--- config.mk ---
export PLATFORM = sky130hd
export DESIGN_NAME = cmm_hst_regbank
export DESIGN_NICKNAME = d
export VERILOG_FILES = /design/src/rtl/cmm_hst_regbank_pkg.sv /design/src/rtl/cmm_hst_w1c_reg.sv /design/src/rtl/cmm_hst_regbank.sv
export SDC_FILE = /design/constraint.sdc
export NUM_CORES = 1
export LEC_CHECK = 0
export CORE_ASPECT_RATIO = 0.5
export CORE_MARGIN = 5
export CORE_UTILIZATION = 30
export CTS_CLUSTER_DIAMETER = 50
export DETAILED_ROUTE_END_ITERATION = 10
export GPL_ROUTABILITY_DRIVEN = 0
export SLEW_MARGIN = 20
export SYNTH_ARGS = -nofsm -noshare
export SYNTH_HDL_FRONTEND = slang
export SYNTH_SLANG_ARGS = --single-unit
--- constraint.sdc ---
create_clock -name apb_pclk -period 5.8 [get_ports apb_pclk]
set_input_delay 1.16 -clock apb_pclk [delete_from_list [all_inputs] [get_ports apb_pclk]]
set_output_delay 1.16 -clock apb_pclk [all_outputs]
set_load 0.02 [all_outputs]
--- src/rtl/cmm_hst_regbank_pkg.sv ---
// cmm_hst_regbank_pkg: register offsets, CTRL bit indices and decode helpers for the host register bank
package cmm_hst_regbank_pkg;
   localparam logic [7:0] OFS_ID       = 8'h00;
   localparam logic [7:0] OFS_CTRL     = 8'h04;
   localparam logic [7:0] OFS_SCRATCH  = 8'h08;
   localparam logic [7:0] OFS_INT_STAT = 8'h0C;
   localparam logic [7:0] OFS_INT_MASK = 8'h10;
   localparam logic [7:0] OFS_CNT_LO   = 8'h14;
   localparam logic [7:0] OFS_CNT_HI   = 8'h18;
   localparam int CTRL_CNT_EN  = 0;
   localparam int CTRL_CNT_CLR = 1;
   localparam int NUM_INT      = 8;
   function automatic logic [31:0] byte_mask(input logic [3:0] sel);
      return {{8{sel[3]}}, {8{sel[2]}}, {8{sel[1]}}, {8{sel[0]}}};
   endfunction
   function automatic logic ofs_valid(input logic [7:0] ofs);
      return ofs inside {OFS_ID, OFS_CTRL, OFS_SCRATCH, OFS_INT_STAT, OFS_INT_MASK, OFS_CNT_LO, OFS_CNT_HI};
   endfunction
endpackage

--- src/rtl/cmm_hst_w1c_reg.sv ---
// cmm_hst_w1c_reg: W1C status register with hardware set, byte-strobed clear and set priority
module cmm_hst_w1c_reg #(
   parameter int W = 8
) (
   input  logic                   clk_i,
   input  logic                   rst_i,
   input  logic [W-1:0]           set_i,
   input  logic                   clr_en_i,
   input  logic [W-1:0]           clr_i,
   input  logic [(W+7)/8-1:0]     be_i,
   output logic [W-1:0]           q_o
);
   logic [W-1:0] q_q, q_d, clr_m;
   // clear only bits written with 1 in an enabled byte lane; a concurrent set wins
   always_comb begin
      clr_m = '0;
      for (int i = 0; i < W; i++) clr_m[i] = clr_en_i & clr_i[i] & be_i[i/8];
      q_d = set_i | (q_q & ~clr_m);
   end
   // status state
   always_ff @(posedge clk_i or posedge rst_i) begin
      if (rst_i) q_q <= '0;
      else       q_q <= q_d;
   end
   assign q_o = q_q;
endmodule

--- src/rtl/cmm_hst_regbank.sv ---
// cmm_hst_regbank: host register bank with ID, control, scratch, 64-bit counter snapshot and W1C interrupts
module cmm_hst_regbank
   import cmm_hst_regbank_pkg::*;
#(
   parameter int              C_AW   = 32,
   parameter logic [C_AW-1:0] C_BASE = '0,
   parameter logic [31:0]     C_ID   = 32'h5654_0100
) (
   input  logic            apb_pclk,
   input  logic            apb_preset,
   input  logic [3:0]      hst_sel,
   input  logic [C_AW-1:0] hst_addr,
   input  logic            hst_wen,
   input  logic [31:0]     hst_wdat,
   output logic            hst_rack,
   output logic [31:0]     hst_rdat,
   input  logic [6:0]      hw_evt,
   output logic            irq
);
   logic [7:0]         ofs;
   logic               hit, wr, rd, cnt_clr, wrap;
   logic [31:0]        bm, rd_val;
   logic               cnt_en_q, cnt_en_d;
   logic [31:0]        scratch_q, scratch_d, shadow_q, shadow_d;
   logic [NUM_INT-1:0] mask_q, mask_d, stat;
   logic [63:0]        cnt_q, cnt_d;
   logic               irq_q;

   assign ofs      = hst_addr[7:0];
   assign hit      = !apb_preset && hst_sel != 4'h0 && hst_addr[C_AW-1:8] == C_BASE[C_AW-1:8]
                     && hst_addr[1:0] == 2'b00 && ofs_valid(ofs);
   assign wr       = hit & hst_wen;
   assign rd       = hit & ~hst_wen;
   assign bm       = byte_mask(hst_sel);
   assign cnt_clr  = wr && ofs == OFS_CTRL && hst_sel[0] && hst_wdat[CTRL_CNT_CLR];
   assign wrap     = cnt_en_q & ~cnt_clr & (cnt_q[31:0] == 32'hFFFF_FFFF);
   assign hst_rack = hit;
   assign hst_rdat = rd ? rd_val : 32'h0;
   assign irq      = irq_q;

   // read mux; cnt_clr is a pulse and never stored, so CTRL reads back only cnt_en
   always_comb begin
      rd_val = 32'h0;
      case (ofs)
         OFS_ID:       rd_val = C_ID;
         OFS_CTRL:     rd_val = {31'h0, cnt_en_q};
         OFS_SCRATCH:  rd_val = scratch_q;
         OFS_INT_STAT: rd_val = {24'h0, stat};
         OFS_INT_MASK: rd_val = {24'h0, mask_q};
         OFS_CNT_LO:   rd_val = cnt_q[31:0];
         OFS_CNT_HI:   rd_val = shadow_q;
         default:      rd_val = 32'h0;
      endcase
   end

   // next-state for RW registers, counter and the hi-word shadow taken on a CNT_LO read
   always_comb begin
      cnt_en_d  = (wr && ofs == OFS_CTRL && hst_sel[0]) ? hst_wdat[CTRL_CNT_EN] : cnt_en_q;
      scratch_d = (wr && ofs == OFS_SCRATCH) ? (scratch_q & ~bm) | (hst_wdat & bm) : scratch_q;
      mask_d    = (wr && ofs == OFS_INT_MASK && hst_sel[0]) ? hst_wdat[NUM_INT-1:0] : mask_q;
      cnt_d     = cnt_clr ? 64'h0 : cnt_en_q ? cnt_q + 64'd1 : cnt_q;
      shadow_d  = (rd && ofs == OFS_CNT_LO) ? cnt_q[63:32] : shadow_q;
   end

   // register state and interrupt output
   always_ff @(posedge apb_pclk or posedge apb_preset) begin
      if (apb_preset) begin
         cnt_en_q  <= 1'b0;
         scratch_q <= '0;
         mask_q    <= '0;
         cnt_q     <= '0;
         shadow_q  <= '0;
         irq_q     <= 1'b0;
      end else begin
         cnt_en_q  <= cnt_en_d;
         scratch_q <= scratch_d;
         mask_q    <= mask_d;
         cnt_q     <= cnt_d;
         shadow_q  <= shadow_d;
         irq_q     <= |(stat & mask_q);
      end
   end

   cmm_hst_w1c_reg #(.W(NUM_INT)) u_int_stat (
      .clk_i    (apb_pclk),
      .rst_i    (apb_preset),
      .set_i    ({wrap, hw_evt}),
      .clr_en_i (wr && ofs == OFS_INT_STAT),
      .clr_i    (hst_wdat[NUM_INT-1:0]),
      .be_i     (hst_sel[0]),
      .q_o      (stat)
   );
endmodule

==> results.md <==
- Hpwl dp: 15770 um
- Initial antenna violation count: 1
- Pre-CTS WS: 0.4676 ns
- Port Buf Inserts: 111
- Unrepaired setup endpoints after global routing: no
- Detailed-route DRC error count: 0
- Clock Tree Root: clkbuf_16
- All-Layer GR Usage: 16.04%
- DRT antenna net count: 0
- Average instance area after synthesis: 10.16 um^2
- Int Pwr: 1700 uW
- P&R area growth vs syn: 28.65%
- Worst hold path class: flop to flop
- WL per Instance: 18.55 um
- CTS Hold Bufs: 0
- Via density: 5.338
- Finished Layout Cells: 1184
- Worst VDD drop: 0.0001512 V
- Net Sw Frac: 23.37%
- Layout cells sized above 1: 15.58%
- Crit path DAT: 4.20 ns
- Cell Area, Placed: 0.008890 mm^2
- CP Class: input pin to output port
- Die Y: 120.9 um
- Register area share after synthesis: 49.53%
- Max Fclk: 186.4 MHz
- Design Area, Final: 0.009489 mm^2
- Post-synth cell types: 46
- Req. time, crit path: 4.64 ns
- Worst-path clk slew: 0.07 ns
- Power per Cell Area: 233.8 mW/mm^2
- Setup TNS: 0 ns
- NumNets Final: 913
- CTS tree: yes
- Sink Count: 146
- Comb pwr share: 4.1%
- Final setup viols: 0
- Seq pwr share: 45.9%
- Clock Power Share: 50.0%
- CTS buffer count: 17
- DIE WIDTH: 231.7 um
- # rows: 40
- Max-slew headroom: 33.01%
- Syn Inst Count: 726
- Final period util: 92.49%
- Clock skew: 0.01264 ns
- Minimum clock period: 5.365 ns
- DRT iter0 DRCs: 426
- Crit-path max FO: 14
- Max-Cap Viols: 0
- Pin count of the biggest net entering global routing: 122
- Vias in the first global route: 6333
- Worst setup SP type: input pin
- Net count after synthesis: 805
- Util after Layout: 39.42%
- Slew Viols, Final: 0
- H-tree depth: 4
- Setup ws final: 0.4353 ns
- Worst-Skew Late Latency: 0.42 ns
- CTS Buffer Depth: 2
- DRT Pass-1 Iters: 5
- Status: completed
- Resized Gates After CTS: 0
- Die Area: 0.02801 mm^2
- Cells after DPL: 1151
- Postcts setup bufs: 0
- Initial core utilization: 30.64%
- #FFs+latches synth: 146
- Via count: 6320
- Warning count from the yosys run: 0
- Worst Tran Pin Value: 1.002 ns
- CP endpoint kind: output port
- Core Box Area: 0.02407 mm^2
- Psw: 518.3 uW
- Global-route wire length before repair: 35760 um
- Drt total wl: 21960 um
- Leakage: 0.003692 uW
- Grt ovf: 0
- Ports: 112
- Post-Syn Area: 0.007376 mm^2
- Fin. Hold Viols: 0
==> routing by layer <==
layer	GRT usage (%)	up-vias	part of all wire (%)	routed length, um
li1	-	2940	-	-
met1	21.88	3225	45	9808
met2	26.41	133	49	10800
met3	2.689	22	4.7	1031
met4	4.794	0	1.4	317
met5	0	-	0	0
==> synthesized netlist by cell type, drive strengths merged <==
library cell / count / area share (%)
dfrtp: 146 / 50
mux2: 73 / 11
nor2: 65 / 3.3
nand2: 63 / 3.2
a21oi: 51 / 3.5
nand4: 39 / 3.4
clkbuf: 31 / 1.6
xor2: 30 / 3.6
a22oi: 26 / 2.6
nand3: 23 / 1.6
nor4: 22 / 2.0
inv: 18 / 0.92
or4: 18 / 1.9
nor3: 14 / 1.0
o31ai: 14 / 1.4
a221oi: 9 / 1.1
a222oi: 9 / 1.2
o21ai: 9 / 0.61
a31oi: 8 / 0.68
or3: 8 / 0.70
xnor2: 8 / 0.95
and3: 7 / 0.59
and4: 7 / 0.83
buf: 6 / 0.44
and2: 5 / 0.42
o21a: 3 / 0.31
mux2i: 2 / 0.27
nand2b: 2 / 0.17
a211oi: 1 / 0.10
a2bb2oi: 1 / 0.12
ha: 1 / 0.17
nand3b: 1 / 0.10
nor2b: 1 / 0.085
nor3b: 1 / 0.10
nor4bb: 1 / 0.14
o2bb2ai: 1 / 0.12
or2: 1 / 0.085
or4b: 1 / 0.14
==> cells in the final DEF (no fill, tap or decap), drive strengths merged, types with 3 or more instances in the layout <==
cell,Yosys,layout
xnor2,8,8
inv,18,26
a222oi,9,9
buf,6,15
and3,7,7
o31ai,14,14
xor2,30,30
o21a,3,3
clkdlybuf4s50,0,111
clkinv,0,3
nand2,63,63
or3,8,8
dfrtp,146,146
nand3,23,23
nor3,14,14
nand4,39,39
a21oi,51,51
a22oi,26,26
clkbuf,31,19
a221oi,9,9
mux2,73,73
and2,5,5
o21ai,9,9
nor2,65,65
or4,18,18
and4,7,7
a31oi,8,8
nor4,22,22
==> final timing paths <==
| kind | start | endpoint | slack, ns | cells after the start |
|---|---|---|---|---|
| min reg2reg | flop | flop | 0.51 | 1 |
| min in group asynchronous | apb_preset | asynchronous set/reset pin | 1.37 | 2 |
| max in group asynchronous | apb_preset | asynchronous set/reset pin | 3.54 | 3 |
| max reg2reg | cnt_q[22] | cnt_q[59] | 2.75 | 5 |
| max | hst_addr[3] | hst_rdat[27] | 0.44 | 7 |
| min | flop | flop | 0.51 | 1 |
==> through the flow <==
stage	total power (uW)	hold WS (ns)
3_5_place_dp	1129	0.4941
2_1_floorplan	1061	0.4783
6_report	2218	0.5073
5_1_grt	2300	0.5145
3_3_place_gp	1128	0.4890
4_1_cts	2246	0.5100
==> critical path: stages <==
cell	delay, ns
clkdlybuf4s50_1	0.53
or4b_2	0.76
nor2_2	0.55
buf_4	0.31
nand2_1	0.09
a21oi_1	0.17
clkdlybuf4s50_1	0.63
==> kinds of logic after synthesis <==
group / Yosys count / synth area share, %
and+or+nand+nor: 279 / 19.68
adders and majority gates: 1 / 0.1696
DFF: 146 / 49.53
AOI/OAI and AO/OA: 132 / 11.76
buffers and inverters: 55 / 2.935
xor gates and xnor gates: 38 / 4.512
muxes: 75 / 11.42
==> cell type report <==
type / instances / area [um^2]
Clock inverter: 13 / 141.4
Fill cell: 2325 / 14580
Tap cell: 336 / 420.4
Clock buffer: 19 / 452.9
Sequential cell: 146 / 3654
Antenna cell: 1 / 2.502
Inverter: 18 / 75.07
Multi-Input combinational cell: 525 / 3520
Timing Repair Buffer: 126 / 1224
==> power groups by stage <==
stage	clock network, uW	logic (uW)	registers [uW]
2_1_floorplan	0	23.9	1040
3_3_place_gp	0	90.3	1040
3_5_place_dp	0	92.1	1040
4_1_cts	1140	92.8	1020
5_1_grt	1180	101	1020
6_report	1110	91.0	1020
Power figures use the tool's default switching activity.
